<file path="src/rtl/ctrl_pkg.sv">
// Shared encodings for the multicycle MIPS-subset control unit: FSM states,
// opcode/funct values, datapath select codes and exception causes.
package ctrl_pkg;

  localparam logic [3:0] S_FETCH  = 4'd0;
  localparam logic [3:0] S_DECODE = 4'd1;
  localparam logic [3:0] S_EXEC   = 4'd2;
  localparam logic [3:0] S_MEM    = 4'd3;
  localparam logic [3:0] S_WB     = 4'd4;
  localparam logic [3:0] S_MULDIV = 4'd5;
  localparam logic [3:0] S_EXC    = 4'd6;

  localparam logic [5:0] OP_RTYPE = 6'h00;
  localparam logic [5:0] OP_J     = 6'h02;
  localparam logic [5:0] OP_JAL   = 6'h03;
  localparam logic [5:0] OP_BEQ   = 6'h04;
  localparam logic [5:0] OP_BNE   = 6'h05;
  localparam logic [5:0] OP_ADDI  = 6'h08;
  localparam logic [5:0] OP_RTE   = 6'h10;
  localparam logic [5:0] OP_LW    = 6'h23;
  localparam logic [5:0] OP_SW    = 6'h2B;

  localparam logic [5:0] F_JR    = 6'h08;
  localparam logic [5:0] F_BREAK = 6'h0D;
  localparam logic [5:0] F_MFHI  = 6'h10;
  localparam logic [5:0] F_MFLO  = 6'h12;
  localparam logic [5:0] F_MULT  = 6'h18;
  localparam logic [5:0] F_ERET  = 6'h18;
  localparam logic [5:0] F_DIV   = 6'h1A;
  localparam logic [5:0] F_ADD   = 6'h20;
  localparam logic [5:0] F_SUB   = 6'h22;
  localparam logic [5:0] F_AND   = 6'h24;
  localparam logic [5:0] F_OR    = 6'h25;
  localparam logic [5:0] F_SLT   = 6'h2A;

  localparam logic [2:0] ALU_PASSA = 3'd0;
  localparam logic [2:0] ALU_ADD   = 3'd1;
  localparam logic [2:0] ALU_SUB   = 3'd2;
  localparam logic [2:0] ALU_AND   = 3'd3;
  localparam logic [2:0] ALU_OR    = 3'd4;
  localparam logic [2:0] ALU_SLT   = 3'd7;

  localparam logic [2:0] PCS_ALU    = 3'd0;
  localparam logic [2:0] PCS_ALUOUT = 3'd1;
  localparam logic [2:0] PCS_JUMP   = 3'd2;
  localparam logic [2:0] PCS_EPC    = 3'd3;
  localparam logic [2:0] PCS_VEC    = 3'd4;

  localparam logic [2:0] M2R_ALUOUT = 3'd0;
  localparam logic [2:0] M2R_MDR    = 3'd1;
  localparam logic [2:0] M2R_HI     = 3'd2;
  localparam logic [2:0] M2R_LO     = 3'd3;
  localparam logic [2:0] M2R_PC     = 3'd4;

  localparam logic [1:0] RD_RT = 2'd0;
  localparam logic [1:0] RD_RD = 2'd1;
  localparam logic [1:0] RD_RA = 2'd2;

  localparam logic [2:0] SRCB_B      = 3'd0;
  localparam logic [2:0] SRCB_FOUR   = 3'd1;
  localparam logic [2:0] SRCB_IMM    = 3'd2;
  localparam logic [2:0] SRCB_BRANCH = 3'd3;

  localparam logic [1:0] EXC_ILLEGAL = 2'd0;
  localparam logic [1:0] EXC_OVF     = 2'd1;
  localparam logic [1:0] EXC_DIV0    = 2'd2;

  typedef enum logic [3:0] {
    C_NOP, C_RALU, C_ADDI, C_LW, C_SW, C_BEQ, C_BNE, C_J,
    C_JAL, C_JR, C_RTE, C_BRK, C_MULT, C_DIV, C_MFHI, C_MFLO
  } insn_class_t;

  typedef struct packed {
    logic       pc_write;
    logic       pc_write_cond;
    logic       iord;
    logic       mem_wr;
    logic       ir_write;
    logic       reg_write;
    logic       epc_write;
    logic       alu_src_a;
    logic       muldiv_start;
    logic       hilo_write;
    logic [1:0] reg_dest;
    logic [2:0] mem_to_reg;
    logic [2:0] alu_src_b;
    logic [2:0] alu_op;
    logic [2:0] pc_source;
  } ctrl_out_t;

endpackage

</file>
<file path="src/rtl/multicycle_ctrl_if.sv">
// Instruction-field/flag inputs and datapath control outputs of the multicycle
// controller; master = controller, slave = datapath.
interface multicycle_ctrl_if;
  logic [5:0]  opcode;
  logic [5:0]  funct;
  logic        overflow;
  logic        divby0;
  logic        zero;
  logic        pc_write;
  logic        pc_write_cond;
  logic        iord;
  logic        mem_wr;
  logic        ir_write;
  logic        reg_write;
  logic        epc_write;
  logic        alu_src_a;
  logic        muldiv_start;
  logic        hilo_write;
  logic [1:0]  reg_dest;
  logic [2:0]  mem_to_reg;
  logic [2:0]  alu_src_b;
  logic [2:0]  alu_op;
  logic [2:0]  pc_source;
  logic [1:0]  exc_cause;
  logic [31:0] exc_vec_addr;
  logic [3:0]  state;

  modport master (
    input  opcode, funct, overflow, divby0, zero,
    output pc_write, pc_write_cond, iord, mem_wr, ir_write, reg_write,
           epc_write, alu_src_a, muldiv_start, hilo_write, reg_dest,
           mem_to_reg, alu_src_b, alu_op, pc_source, exc_cause,
           exc_vec_addr, state
  );

  modport slave (
    output opcode, funct, overflow, divby0, zero,
    input  pc_write, pc_write_cond, iord, mem_wr, ir_write, reg_write,
           epc_write, alu_src_a, muldiv_start, hilo_write, reg_dest,
           mem_to_reg, alu_src_b, alu_op, pc_source, exc_cause,
           exc_vec_addr, state
  );
endinterface

</file>
<file path="src/rtl/ctrl_decode.sv">
// Combinational opcode/funct classifier; the result is only consumed while the
// controller sits in DECODE.
module ctrl_decode
  import ctrl_pkg::*;
(
  input  logic [5:0]  opcode,
  input  logic [5:0]  funct,
  output insn_class_t cls,
  output logic [2:0]  alu_fn,
  output logic        ovf_chk,
  output logic        illegal
);

  always_comb begin
    cls     = C_NOP;
    alu_fn  = ALU_ADD;
    ovf_chk = 1'b0;
    illegal = 1'b0;
    case (opcode)
      OP_RTYPE: begin
        case (funct)
          F_ADD:   begin cls = C_RALU; alu_fn = ALU_ADD; ovf_chk = 1'b1; end
          F_SUB:   begin cls = C_RALU; alu_fn = ALU_SUB; ovf_chk = 1'b1; end
          F_AND:   begin cls = C_RALU; alu_fn = ALU_AND; end
          F_OR:    begin cls = C_RALU; alu_fn = ALU_OR;  end
          F_SLT:   begin cls = C_RALU; alu_fn = ALU_SLT; end
          F_JR:    cls = C_JR;
          F_BREAK: cls = C_BRK;
          F_MFHI:  cls = C_MFHI;
          F_MFLO:  cls = C_MFLO;
          F_MULT:  cls = C_MULT;
          F_DIV:   cls = C_DIV;
          default: illegal = 1'b1;
        endcase
      end
      OP_ADDI: begin cls = C_ADDI; ovf_chk = 1'b1; end
      OP_LW:   cls = C_LW;
      OP_SW:   cls = C_SW;
      OP_BEQ:  cls = C_BEQ;
      OP_BNE:  cls = C_BNE;
      OP_J:    cls = C_J;
      OP_JAL:  cls = C_JAL;
      OP_RTE: begin
        if (funct == F_ERET) cls = C_RTE;
        else                 illegal = 1'b1;
      end
      default: illegal = 1'b1;
    endcase
  end

endmodule

</file>
<file path="src/rtl/multicycle_ctrl.sv">
// Multicycle FSM controller for the MIPS-subset datapath. Define
// CTRL_EXCEPTION_EN to enable the EXC state, exc_cause and epc_write.
module multicycle_ctrl
  import ctrl_pkg::*;
#(
  parameter int          MEM_LAT       = 1,
  parameter int          MULDIV_CYCLES = 32,
  parameter logic [31:0] EXC_VEC_BASE  = 32'h0000_00FD
) (
  input  logic              clk,
  input  logic              reset_n,
  multicycle_ctrl_if.master bus
);

`ifdef CTRL_EXCEPTION_EN
  localparam bit EXC_EN = 1'b1;
`else
  localparam bit EXC_EN = 1'b0;
`endif

  localparam logic [2:0] WAIT_TERM  = 3'(MEM_LAT - 1);
  localparam logic [5:0] MD_TERM    = 6'(MULDIV_CYCLES);
  localparam logic [5:0] EXC_TERM   = 6'(MEM_LAT + 1);

  logic [3:0]  state, nxt_state;
  logic [2:0]  wait_cnt;
  logic [5:0]  cyc_cnt, cyc_term;
  logic        wait_last;
  insn_class_t cls_q, dec_cls;
  logic [2:0]  alu_fn_q, dec_alu_fn;
  logic        ovf_chk_q, dec_ovf_chk, dec_illegal;
  logic        exc_take;
  logic [1:0]  exc_code, exc_cause_q;
  ctrl_out_t   co, ctl;

  ctrl_decode u_decode (
    .opcode  (bus.opcode),
    .funct   (bus.funct),
    .cls     (dec_cls),
    .alu_fn  (dec_alu_fn),
    .ovf_chk (dec_ovf_chk),
    .illegal (dec_illegal)
  );

  assign wait_last = (wait_cnt == WAIT_TERM);
  assign cyc_term  = (state == S_EXC) ? EXC_TERM : MD_TERM;

  // divby0 becomes valid once the divider has seen muldiv_start, i.e. at cyc_cnt==1
  always_comb begin
    nxt_state = state;
    exc_take  = 1'b0;
    exc_code  = EXC_ILLEGAL;
    case (state)
      S_FETCH: if (wait_last) nxt_state = S_DECODE;
      S_DECODE: begin
        if (dec_illegal) begin
          nxt_state = S_FETCH;
          exc_take  = EXC_EN;
          exc_code  = EXC_ILLEGAL;
        end else begin
          case (dec_cls)
            C_MULT, C_DIV: nxt_state = S_MULDIV;
            C_MFHI, C_MFLO: nxt_state = S_WB;
            C_NOP:          nxt_state = S_FETCH;
            default:        nxt_state = S_EXEC;
          endcase
        end
      end
      S_EXEC: begin
        case (cls_q)
          C_RALU, C_ADDI: begin
            nxt_state = S_WB;
            if (ovf_chk_q && bus.overflow) begin
              exc_take = EXC_EN;
              exc_code = EXC_OVF;
            end
          end
          C_LW, C_SW: nxt_state = S_MEM;
          default:    nxt_state = S_FETCH;
        endcase
      end
      S_MEM: if (wait_last) nxt_state = (cls_q == C_LW) ? S_WB : S_FETCH;
      S_WB:  nxt_state = S_FETCH;
      S_MULDIV: begin
        if (cls_q == C_DIV && cyc_cnt == 6'd1 && bus.divby0) begin
          exc_take = EXC_EN;
          exc_code = EXC_DIV0;
        end else if (cyc_cnt == MD_TERM) begin
          nxt_state = S_FETCH;
        end
      end
      S_EXC:   if (cyc_cnt == EXC_TERM) nxt_state = S_FETCH;
      default: nxt_state = S_FETCH;
    endcase
    if (exc_take) nxt_state = S_EXC;
  end

  // both counters restart on every state change and hold at their terminal value
  always_ff @(posedge clk or negedge reset_n) begin
    if (!reset_n) begin
      state     <= S_FETCH;
      wait_cnt  <= 3'd0;
      cyc_cnt   <= 6'd0;
      cls_q     <= C_NOP;
      alu_fn_q  <= ALU_ADD;
      ovf_chk_q <= 1'b0;
    end else begin
      state <= nxt_state;
      if (nxt_state != state) begin
        wait_cnt <= 3'd0;
        cyc_cnt  <= 6'd0;
      end else begin
        if (!wait_last)          wait_cnt <= wait_cnt + 3'd1;
        if (cyc_cnt != cyc_term) cyc_cnt  <= cyc_cnt + 6'd1;
      end
      if (state == S_DECODE) begin
        cls_q     <= dec_cls;
        alu_fn_q  <= dec_alu_fn;
        ovf_chk_q <= dec_ovf_chk;
      end
    end
  end

  always_ff @(posedge clk or negedge reset_n) begin
    if (!reset_n)      exc_cause_q <= EXC_ILLEGAL;
    else if (exc_take) exc_cause_q <= exc_code;
  end

  // Branches resolve zero here: pc_write carries the taken decision for beq and
  // bne alike, while pc_write_cond only marks the conditional-branch cycle.
  always_comb begin
    co = '0;
    case (state)
      S_FETCH: begin
        if (wait_last) begin
          co.ir_write  = 1'b1;
          co.pc_write  = 1'b1;
          co.alu_src_b = SRCB_FOUR;
          co.alu_op    = ALU_ADD;
        end
      end
      S_DECODE: begin
        co.alu_src_b = SRCB_BRANCH;
        co.alu_op    = ALU_ADD;
      end
      S_EXEC: begin
        case (cls_q)
          C_RALU: begin
            co.alu_src_a = 1'b1;
            co.alu_op    = alu_fn_q;
          end
          C_ADDI, C_LW, C_SW: begin
            co.alu_src_a = 1'b1;
            co.alu_src_b = SRCB_IMM;
            co.alu_op    = ALU_ADD;
          end
          C_BEQ, C_BNE: begin
            co.alu_src_a     = 1'b1;
            co.alu_op        = ALU_SUB;
            co.pc_source     = PCS_ALUOUT;
            co.pc_write_cond = 1'b1;
            co.pc_write      = bus.zero ^ (cls_q == C_BNE);
          end
          C_J: begin
            co.pc_source = PCS_JUMP;
            co.pc_write  = 1'b1;
          end
          C_JAL: begin
            co.pc_source  = PCS_JUMP;
            co.pc_write   = 1'b1;
            co.reg_write  = 1'b1;
            co.reg_dest   = RD_RA;
            co.mem_to_reg = M2R_PC;
          end
          C_JR: begin
            co.alu_src_a = 1'b1;
            co.alu_op    = ALU_PASSA;
            co.pc_source = PCS_ALU;
            co.pc_write  = 1'b1;
          end
          C_RTE: begin
            co.pc_source = PCS_EPC;
            co.pc_write  = 1'b1;
          end
          C_BRK: begin
            co.alu_src_b = SRCB_FOUR;
            co.alu_op    = ALU_SUB;
            co.pc_source = PCS_ALU;
            co.pc_write  = 1'b1;
          end
          default: co = '0;
        endcase
      end
      S_MEM: begin
        co.iord   = 1'b1;
        co.mem_wr = (cls_q == C_SW);
      end
      S_WB: begin
        co.reg_write = 1'b1;
        case (cls_q)
          C_RALU:  co.reg_dest = RD_RD;
          C_LW:    co.mem_to_reg = M2R_MDR;
          C_MFHI:  begin co.reg_dest = RD_RD; co.mem_to_reg = M2R_HI; end
          C_MFLO:  begin co.reg_dest = RD_RD; co.mem_to_reg = M2R_LO; end
          default: co.reg_dest = RD_RT;
        endcase
      end
      S_MULDIV: begin
        if (cyc_cnt < MD_TERM) co.muldiv_start = 1'b1;
        else                   co.hilo_write   = 1'b1;
      end
      S_EXC: begin
        if (cyc_cnt == 6'd0) begin
          co.epc_write = 1'b1;
          co.alu_src_b = SRCB_FOUR;
          co.alu_op    = ALU_SUB;
        end else if (cyc_cnt < EXC_TERM) begin
          co.iord = 1'b1;
        end else begin
          co.pc_source = PCS_VEC;
          co.pc_write  = 1'b1;
        end
      end
      default: co = '0;
    endcase
  end

  assign ctl = reset_n ? co : '0;

  assign bus.pc_write      = ctl.pc_write;
  assign bus.pc_write_cond = ctl.pc_write_cond;
  assign bus.iord          = ctl.iord;
  assign bus.mem_wr        = ctl.mem_wr;
  assign bus.ir_write      = ctl.ir_write;
  assign bus.reg_write     = ctl.reg_write;
  assign bus.epc_write     = ctl.epc_write;
  assign bus.alu_src_a     = ctl.alu_src_a;
  assign bus.muldiv_start  = ctl.muldiv_start;
  assign bus.hilo_write    = ctl.hilo_write;
  assign bus.reg_dest      = ctl.reg_dest;
  assign bus.mem_to_reg    = ctl.mem_to_reg;
  assign bus.alu_src_b     = ctl.alu_src_b;
  assign bus.alu_op        = ctl.alu_op;
  assign bus.pc_source     = ctl.pc_source;
  assign bus.exc_cause     = reset_n ? exc_cause_q : 2'd0;
  assign bus.exc_vec_addr  = reset_n ? (EXC_VEC_BASE + 32'(exc_cause_q)) : 32'd0;
  assign bus.state         = reset_n ? state : S_FETCH;

endmodule

</file>
<file path="src/flat_wrapper.sv">
// flat-port wrapper written by rule: the top's interface ports become plain ports
module multicycle_ctrl_flat import ctrl_pkg::*;
#(
  parameter int          MEM_LAT       = 1,
  parameter int          MULDIV_CYCLES = 32,
  parameter logic [31:0] EXC_VEC_BASE  = 32'h0000_00FD
)
  (clk, reset_n, bus_opcode, bus_funct, bus_overflow, bus_divby0, bus_zero, bus_pc_write, bus_pc_write_cond, bus_iord, bus_mem_wr, bus_ir_write, bus_reg_write, bus_epc_write, bus_alu_src_a, bus_muldiv_start, bus_hilo_write, bus_reg_dest, bus_mem_to_reg, bus_alu_src_b, bus_alu_op, bus_pc_source, bus_exc_cause, bus_exc_vec_addr, bus_state);
  multicycle_ctrl_if bus_i ();
  input  logic clk;
  input  logic reset_n;
  input wire logic [$bits(bus_i.opcode)-1:0] bus_opcode;
  input wire logic [$bits(bus_i.funct)-1:0] bus_funct;
  input wire logic [$bits(bus_i.overflow)-1:0] bus_overflow;
  input wire logic [$bits(bus_i.divby0)-1:0] bus_divby0;
  input wire logic [$bits(bus_i.zero)-1:0] bus_zero;
  output wire logic [$bits(bus_i.pc_write)-1:0] bus_pc_write;
  output wire logic [$bits(bus_i.pc_write_cond)-1:0] bus_pc_write_cond;
  output wire logic [$bits(bus_i.iord)-1:0] bus_iord;
  output wire logic [$bits(bus_i.mem_wr)-1:0] bus_mem_wr;
  output wire logic [$bits(bus_i.ir_write)-1:0] bus_ir_write;
  output wire logic [$bits(bus_i.reg_write)-1:0] bus_reg_write;
  output wire logic [$bits(bus_i.epc_write)-1:0] bus_epc_write;
  output wire logic [$bits(bus_i.alu_src_a)-1:0] bus_alu_src_a;
  output wire logic [$bits(bus_i.muldiv_start)-1:0] bus_muldiv_start;
  output wire logic [$bits(bus_i.hilo_write)-1:0] bus_hilo_write;
  output wire logic [$bits(bus_i.reg_dest)-1:0] bus_reg_dest;
  output wire logic [$bits(bus_i.mem_to_reg)-1:0] bus_mem_to_reg;
  output wire logic [$bits(bus_i.alu_src_b)-1:0] bus_alu_src_b;
  output wire logic [$bits(bus_i.alu_op)-1:0] bus_alu_op;
  output wire logic [$bits(bus_i.pc_source)-1:0] bus_pc_source;
  output wire logic [$bits(bus_i.exc_cause)-1:0] bus_exc_cause;
  output wire logic [$bits(bus_i.exc_vec_addr)-1:0] bus_exc_vec_addr;
  output wire logic [$bits(bus_i.state)-1:0] bus_state;
  assign bus_i.opcode = bus_opcode;
  assign bus_i.funct = bus_funct;
  assign bus_i.overflow = bus_overflow;
  assign bus_i.divby0 = bus_divby0;
  assign bus_i.zero = bus_zero;
  assign bus_pc_write = bus_i.pc_write;
  assign bus_pc_write_cond = bus_i.pc_write_cond;
  assign bus_iord = bus_i.iord;
  assign bus_mem_wr = bus_i.mem_wr;
  assign bus_ir_write = bus_i.ir_write;
  assign bus_reg_write = bus_i.reg_write;
  assign bus_epc_write = bus_i.epc_write;
  assign bus_alu_src_a = bus_i.alu_src_a;
  assign bus_muldiv_start = bus_i.muldiv_start;
  assign bus_hilo_write = bus_i.hilo_write;
  assign bus_reg_dest = bus_i.reg_dest;
  assign bus_mem_to_reg = bus_i.mem_to_reg;
  assign bus_alu_src_b = bus_i.alu_src_b;
  assign bus_alu_op = bus_i.alu_op;
  assign bus_pc_source = bus_i.pc_source;
  assign bus_exc_cause = bus_i.exc_cause;
  assign bus_exc_vec_addr = bus_i.exc_vec_addr;
  assign bus_state = bus_i.state;
  multicycle_ctrl #(.MEM_LAT(MEM_LAT), .MULDIV_CYCLES(MULDIV_CYCLES), .EXC_VEC_BASE(EXC_VEC_BASE)) u_core (.clk(clk), .reset_n(reset_n), .bus(bus_i));
endmodule
</file>
<file path="config.mk">
export PLATFORM = sky130hd
export DESIGN_NAME = multicycle_ctrl_flat
export DESIGN_NICKNAME = d
export VERILOG_FILES = /design/src/rtl/ctrl_pkg.sv /design/src/rtl/multicycle_ctrl_if.sv /design/src/rtl/ctrl_decode.sv /design/src/rtl/multicycle_ctrl.sv /design/src/flat_wrapper.sv
export SDC_FILE = /design/constraint.sdc
export NUM_CORES = 1
export LEC_CHECK = 0
export ABC_AREA = 1
export CAP_MARGIN = 5
export CORE_MARGIN = 3
export CORE_UTILIZATION = 30
export DETAILED_ROUTE_END_ITERATION = 12
export PLACE_DENSITY = 0.65
export SLEW_MARGIN = 20
export SYNTH_ARGS = -nofsm -noshare
export SYNTH_HDL_FRONTEND = slang
export SYNTH_HIERARCHICAL = 1
export SYNTH_SLANG_ARGS = --single-unit
</file>
<file path="constraint.sdc">
create_clock -name clk -period 2.4 [get_ports clk]
set_clock_uncertainty 0.05 [all_clocks]
set_input_delay 0.48 -clock clk [delete_from_list [all_inputs] [get_ports clk]]
set_output_delay 0.48 -clock clk [all_outputs]
set_load 0.01 [all_outputs]
</file>
Word-level counts from Yosys, hierarchy flattened
Cells that the tools add are included.
W data, S select, Z words.
{ "totals": {"latchBits": 0, "out_inout_bits": 62, "n_memories": 0, "reg_bits": 20, "ram_bits": 0, "wordCells": 141, "mem_bits_ro": 0, "input_bits": 17} }
{ "op_classes": {"order_cmp": 2, "muxes": 60, "eq_ne": 49, "add_sub_neg": 2, "shifts": 0, "mul": 0, "div_mod_pow": 0, "reduce_logical": 22, "bitwise": 1} }
{ "ops": {"columns": ["operator", "count"], "rows": [
  ["$eq A6 B6 Y1 const B", 8],
  ["$eq A4 B4 Y1 const B", 11],
  ["$mux W4", 10],
  ["$pmux W4 S9", 1],
  ["$eq A6 B5 Y1 const B", 5],
  ["$eq A4 B3 Y1 const B", 7],
  ["$pmux W4 S7", 1],
  ["$mux W24", 1],
  ["$pmux W4 S6", 1],
  ["$pmux W6 S4", 1],
  ["$mux W1", 19],
  ["$eq A6 B2 Y1 const B", 3],
  ["$eq A6 B4 Y1 const B", 3],
  ["$mux W3", 6],
  ["$mux W6", 3],
  ["$pmux W3 S3", 2],
  ["$eq A4 B2 Y1 const B", 4],
  ["$reduce_or A7 Y1", 2],
  ["$eq A6 B3 Y1 const B", 2],
  ["$logic_not A6 Y1", 2],
  ["$pmux W2 S3", 2],
  ["$pmux W3 S2", 2],
  ["$pmux W3 S4", 1],
  ["$reduce_or A2 Y1", 6],
  ["24 further kinds", 33]
]} }

Longest topological paths before layout
{ "logic_depth": {"ltp_word": 11, "ltp_mapped": 16, "depth_no_buf": 16} }

Hierarchy
The synthesis kept the hierarchy.
{ "by_module_without_submodules": {"columns": ["module", "n_inst", "area_each_um2", "cells_each", "seq_area_each_um2"], "rows": [
  ["multicycle_ctrl", 1, 1898.1, 281, 501.7],
  ["ctrl_decode", 1, 504.2, 101, 0.0]
]} }

Least setup slack after synthesis
OpenSTA, ideal clock, no wires.
{ "synth_path": {"path_kind": "input-to-reg", "start": "in bus_opcode[3]", "end": "reg u_core.cyc_cnt[0]", "path_buffers": 0, "path_slack_ps": 431, "required_time_ps": 2226, "setup_time_ps": 124, "stages": 14, "t_arrival_ps": 1795, "cell_sequence": "nor2_4 nand3_1 nor2_1 a31oi_1 nand3_1 nand2_1 nor2_1 nand3b_1 nand2_2 nor2_2 nand2_1 nand2_1 nand2_2 nor3_2"} }
{ "synth_between": {"elab_chain_cells": 9, "word_cells_on_any_way": 25, "cone_classes": "13 x eq/ne; 6 x mux; 6 x reduce/logical"} }
{ "synth_lines": {"columns": ["item", "line_no", "source"], "rows": [
  ["from (decl)", "flat_wrapper.sv:12", "input wire logic [$bits(bus_i.opcode)-1:0] bus_opcode;"],
  ["$eq A6 B5 Y1 (tied with other cells)", "ctrl_decode.sv:19", "case (opcode)"],
  ["$pmux W4 S9 *", "ctrl_decode.sv:19", null],
  ["named net u_core.dec_cls[3]", "multicycle_ctrl.sv:29", "insn_class_t cls_q, dec_cls;"],
  ["$eq A4 B4 Y1", "multicycle_ctrl.sv:61", "case (dec_cls)"],
  ["$reduce_or A2 Y1", "multicycle_ctrl.sv:61", null],
  ["$pmux W3 S3 *", "multicycle_ctrl.sv:61", null],
  ["$mux W4 *", "multicycle_ctrl.sv:56", "if (dec_illegal) begin"],
  ["$pmux W4 S6 *", "multicycle_ctrl.sv:53", "case (state)"],
  ["$ne A4 B4 Y1 *", "multicycle_ctrl.sv:109", "if (nxt_state != state) begin"],
  ["$mux W6 / $reduce_bool A2 Y1 (equally long branches)", null, null],
  ["to (signal assigned)", "multicycle_ctrl.sv:114", "if (cyc_cnt != cyc_term) cyc_cnt <= cyc_cnt + 6'd1;"],
  ["to (decl)", "multicycle_ctrl.sv:27", "logic [5:0] cyc_cnt, cyc_term;"]
]} }
The timed path passes the listed nets; every way through them passes the cells marked *.
A chain may end at the register's enable or synchronous reset.

Final worst setup path
{ "layout_path": {"start": "reg u_core.cyc_cnt[0]", "end": "out bus_pc_write"} }
{ "layout_between": {"elab_chain_cells": 5, "word_cells_on_any_way": 6, "cone_classes": "1 x order compare; 4 x mux; 1 x reduce/logical"} }
{ "layout_lines": {"columns": ["item", "line_no", "source"], "rows": [
  ["$lt A6 B2 Y1", "multicycle_ctrl.sv:217", "end else if (cyc_cnt < EXC_TERM) begin"],
  ["$mux W1", "multicycle_ctrl.sv:217", null],
  ["$mux W1 *", "multicycle_ctrl.sv:213", "if (cyc_cnt == 6'd0) begin"],
  ["$pmux W1 S3 *", "multicycle_ctrl.sv:133", "case (state)"],
  ["$mux W24 *", "multicycle_ctrl.sv:228", "assign ctl = reset_n ? co : '0;"],
  ["to (decl)", "flat_wrapper.sv:17", "output wire logic [$bits(bus_i.pc_write)-1:0] bus_pc_write;"]
]} }
Mark *: on every way between the ends. The rest lies on a longest branch, timed or not.

==> impl_metrics.tcl <==
set metrics [dict create \
    outcome "finished, final reports clean" \
    fp.dieH_um 95.3 \
    ant_nets 0 \
    switching_power_mw 0.312 \
    min_period_over_period 0.958 \
    hold_viol 0 \
    clk_latency_ps 270 \
    gp_congestion 0.922 \
    crit_path_start_kind "flip-flop" \
    fmax_ghz 0.435 \
    synth.avg_cell_area_sq_um 6.30 \
    critPathSlowestCell "dfrtp_1" \
    dp_hpwl_um 5190 \
    p_seq_frac 0.389 \
    core_sq_um 7490 \
    r2r_cells 12 \
    clkTransAtPathRegs_ps 80 \
    antenna_found_initial 0 \
    first_global_vias 2340 \
    cpPeakStageDelay_ps 380 \
    drv_slew 0 \
    sw_frac_of_total 0.337 \
    cts-root-buf "clkbuf_8" \
    layout_setup_ws_ps 102 \
    vdd_drop_max_uv 119 \
    cts_tree "done" \
    cp-end-kind "output pin" \
    placed_area_sq_um 3210 \
    worst-setup-path-type "flip-flop to output pin" \
    drt-initial-drc-count 155 \
    p_int_mw 0.614 \
    tns_ps 0 \
    yosys_warnings 6 \
    cts.sinks 20 \
    syn_area_sq_um 2390 \
    dieWidth_um 95.3 \
    hp-class "input port to asynchronous set/reset pin" \
    crit_fanout 3 \
    drv_cap 0 \
    drive_gt1_frac 0.322 \
    worstPathRequired_ps 1870 \
    ios 79 \
    final_cell_area_sq_um 3400 \
    post-place-ws_ps -522 \
    tritoncts.num_buffers 3 \
    grt_max_degree 25 \
    syn_to_final_growth_pct 42.3 \
    antenna_cells 0 \
    grt_first_pass_wirelength_um 10500 \
    grt.total_usage 0.143 \
    cp.arrival_ps 1770 \
    clockBufferDepth 2 \
    nets 503 \
    syn_inst 380 \
    die_area_sq_um 9080 \
    path_delay_family "buffers and inverters" \
    vias 2655 \
    avgViaCountPerCell 4.58 \
    cts-htree-levels 1 \
    grt-ovfl-total 0 \
    p_per_area_nw_per_um2 272 \
    path_cells "inv_1 -> ha_2 -> nand3_1 -> buf_4 -> nand2_1 -> o21ai_0 -> a21oi_1 -> nor2_1 -> dlygate4sd2_1" \
    period_needed_ps 2300 \
    drc 0 \
    drt_first_pass_iters 4 \
    crit_buf_inv 3 \
    ctsHoldBuffers 0 \
    start_util 0.320 \
    n_fill_cell 771 \
    p_comb_frac 0.330 \
    rows 31 \
    wl_um 6770 \
    wl_per_cell_um 11.7 \
    p_clk_frac 0.281 \
    io_buffer_count 48 \
    p_leak_nw 1.85 \
    finalSetupViolCount 0 \
    path_depth 9 \
]
[worst register-to-register path: stages (launching register included)]
cell     delay [ps]
dfrtp_1         400
inv_2            80
buf_4           120
nand2_4          80
nor2_4          140
buf_4           200
nand3_2         100
nand2_1          90
nor2_2           50
a21oi_2         220
buf_4           160
nand2_4          70
nor3_2          110
[placed cells by master, fill, tap and decap left out, types with 11 or more instances in the layout]
cell and count:
a21oi_1 12, buf_4 56, clkdlybuf4s50_1 12, conb_1 29, dfrtp_1 19, dlygate4sd2_1 19
inv_1 43, inv_2 12, nand2_1 82, nand3_1 26, nand3_2 13, nor2_1 34
nor2_2 19, nor2_4 12, nor3_2 11, o21ai_0 13
[registers in the layout, summed over array words and instances, names as in the netlist]
register         cells
u_core/state         4
u_core/wait_cnt      3
u_core/cls_q         4
u_core/cyc_cnt       6
u_core/alu_fn_q      3
[metrics by stage]
step                power (mW)  hold WS [ps]  instances   util
detailed placement       0.649           408        568  0.428
finish                   0.926           241        580  0.455
CTS                      0.913           243        576  0.442
global placement         0.645           408        568  0.428
floorplan                0.558           134        408      -
global route             0.980           239        580  0.455
[routing by layer]
metal	global-route usage	wire length [um]	up-vias
met5	0	0	-
met1	0.188	3050	1209
met4	0.0397	82	0
met3	0.0166	377	7
met2	0.245	3260	90
li1	-	-	1349
[worst paths after layout]
kind,startpoint,slack [ps],endpoint
setup / recovery,u_core/cyc_cnt[0]$_DFFE_PN0P_,100,bus_pc_write
hold / removal,reset_n,240,u_core/state[3]$_DFF_PN0_
setup reg to reg,u_core/state[3]$_DFF_PN0_,450,u_core/cyc_cnt[5]$_DFFE_PN0P_
hold reg to reg,u_core/alu_fn_q[0]$_DFFE_PN1P_,420,u_core/alu_fn_q[0]$_DFFE_PN1P_
max in group asynchronous,reset_n,1640,u_core/alu_fn_q[0]$_DFFE_PN1P_
min in group clk,u_core/alu_fn_q[0]$_DFFE_PN1P_,420,u_core/alu_fn_q[0]$_DFFE_PN1P_
[what timing repair did]
item / 4_1_cts / 5_1_grt
cloned: 2 / 0
gates resized for setup: 50 / 46
pin swaps: 9 / 19
setup endpoints to repair: 43 / 19
buffers inserted: 2 / 4
[power groups by stage]
| stage | registers (mW) | clock network (mW) | logic [mW] |
|---|---|---|---|
| after floorplan | 0.367 | 0 | 0.191 |
| after global placement | 0.366 | 0 | 0.279 |
| after detailed placement | 0.366 | 0 | 0.283 |
| after CTS | 0.360 | 0.265 | 0.288 |
| after global routing | 0.362 | 0.280 | 0.338 |
| final | 0.360 | 0.260 | 0.306 |
[layout make-up]
| class | count | area, sq um | share of cell area |
|---|---|---|---|
| multi-input combinational | 297 | 1650 | 0.485 |
| timing repair buffer | 105 | 866 | 0.254 |
| sequential | 20 | 502 | 0.147 |
| inverter | 55 | 206 | 0.0606 |
| tap | 99 | 124 | 0.0364 |
| clock buffer | 4 | 55.1 | 0.0162 |
Power figures use the tool's default switching activity.
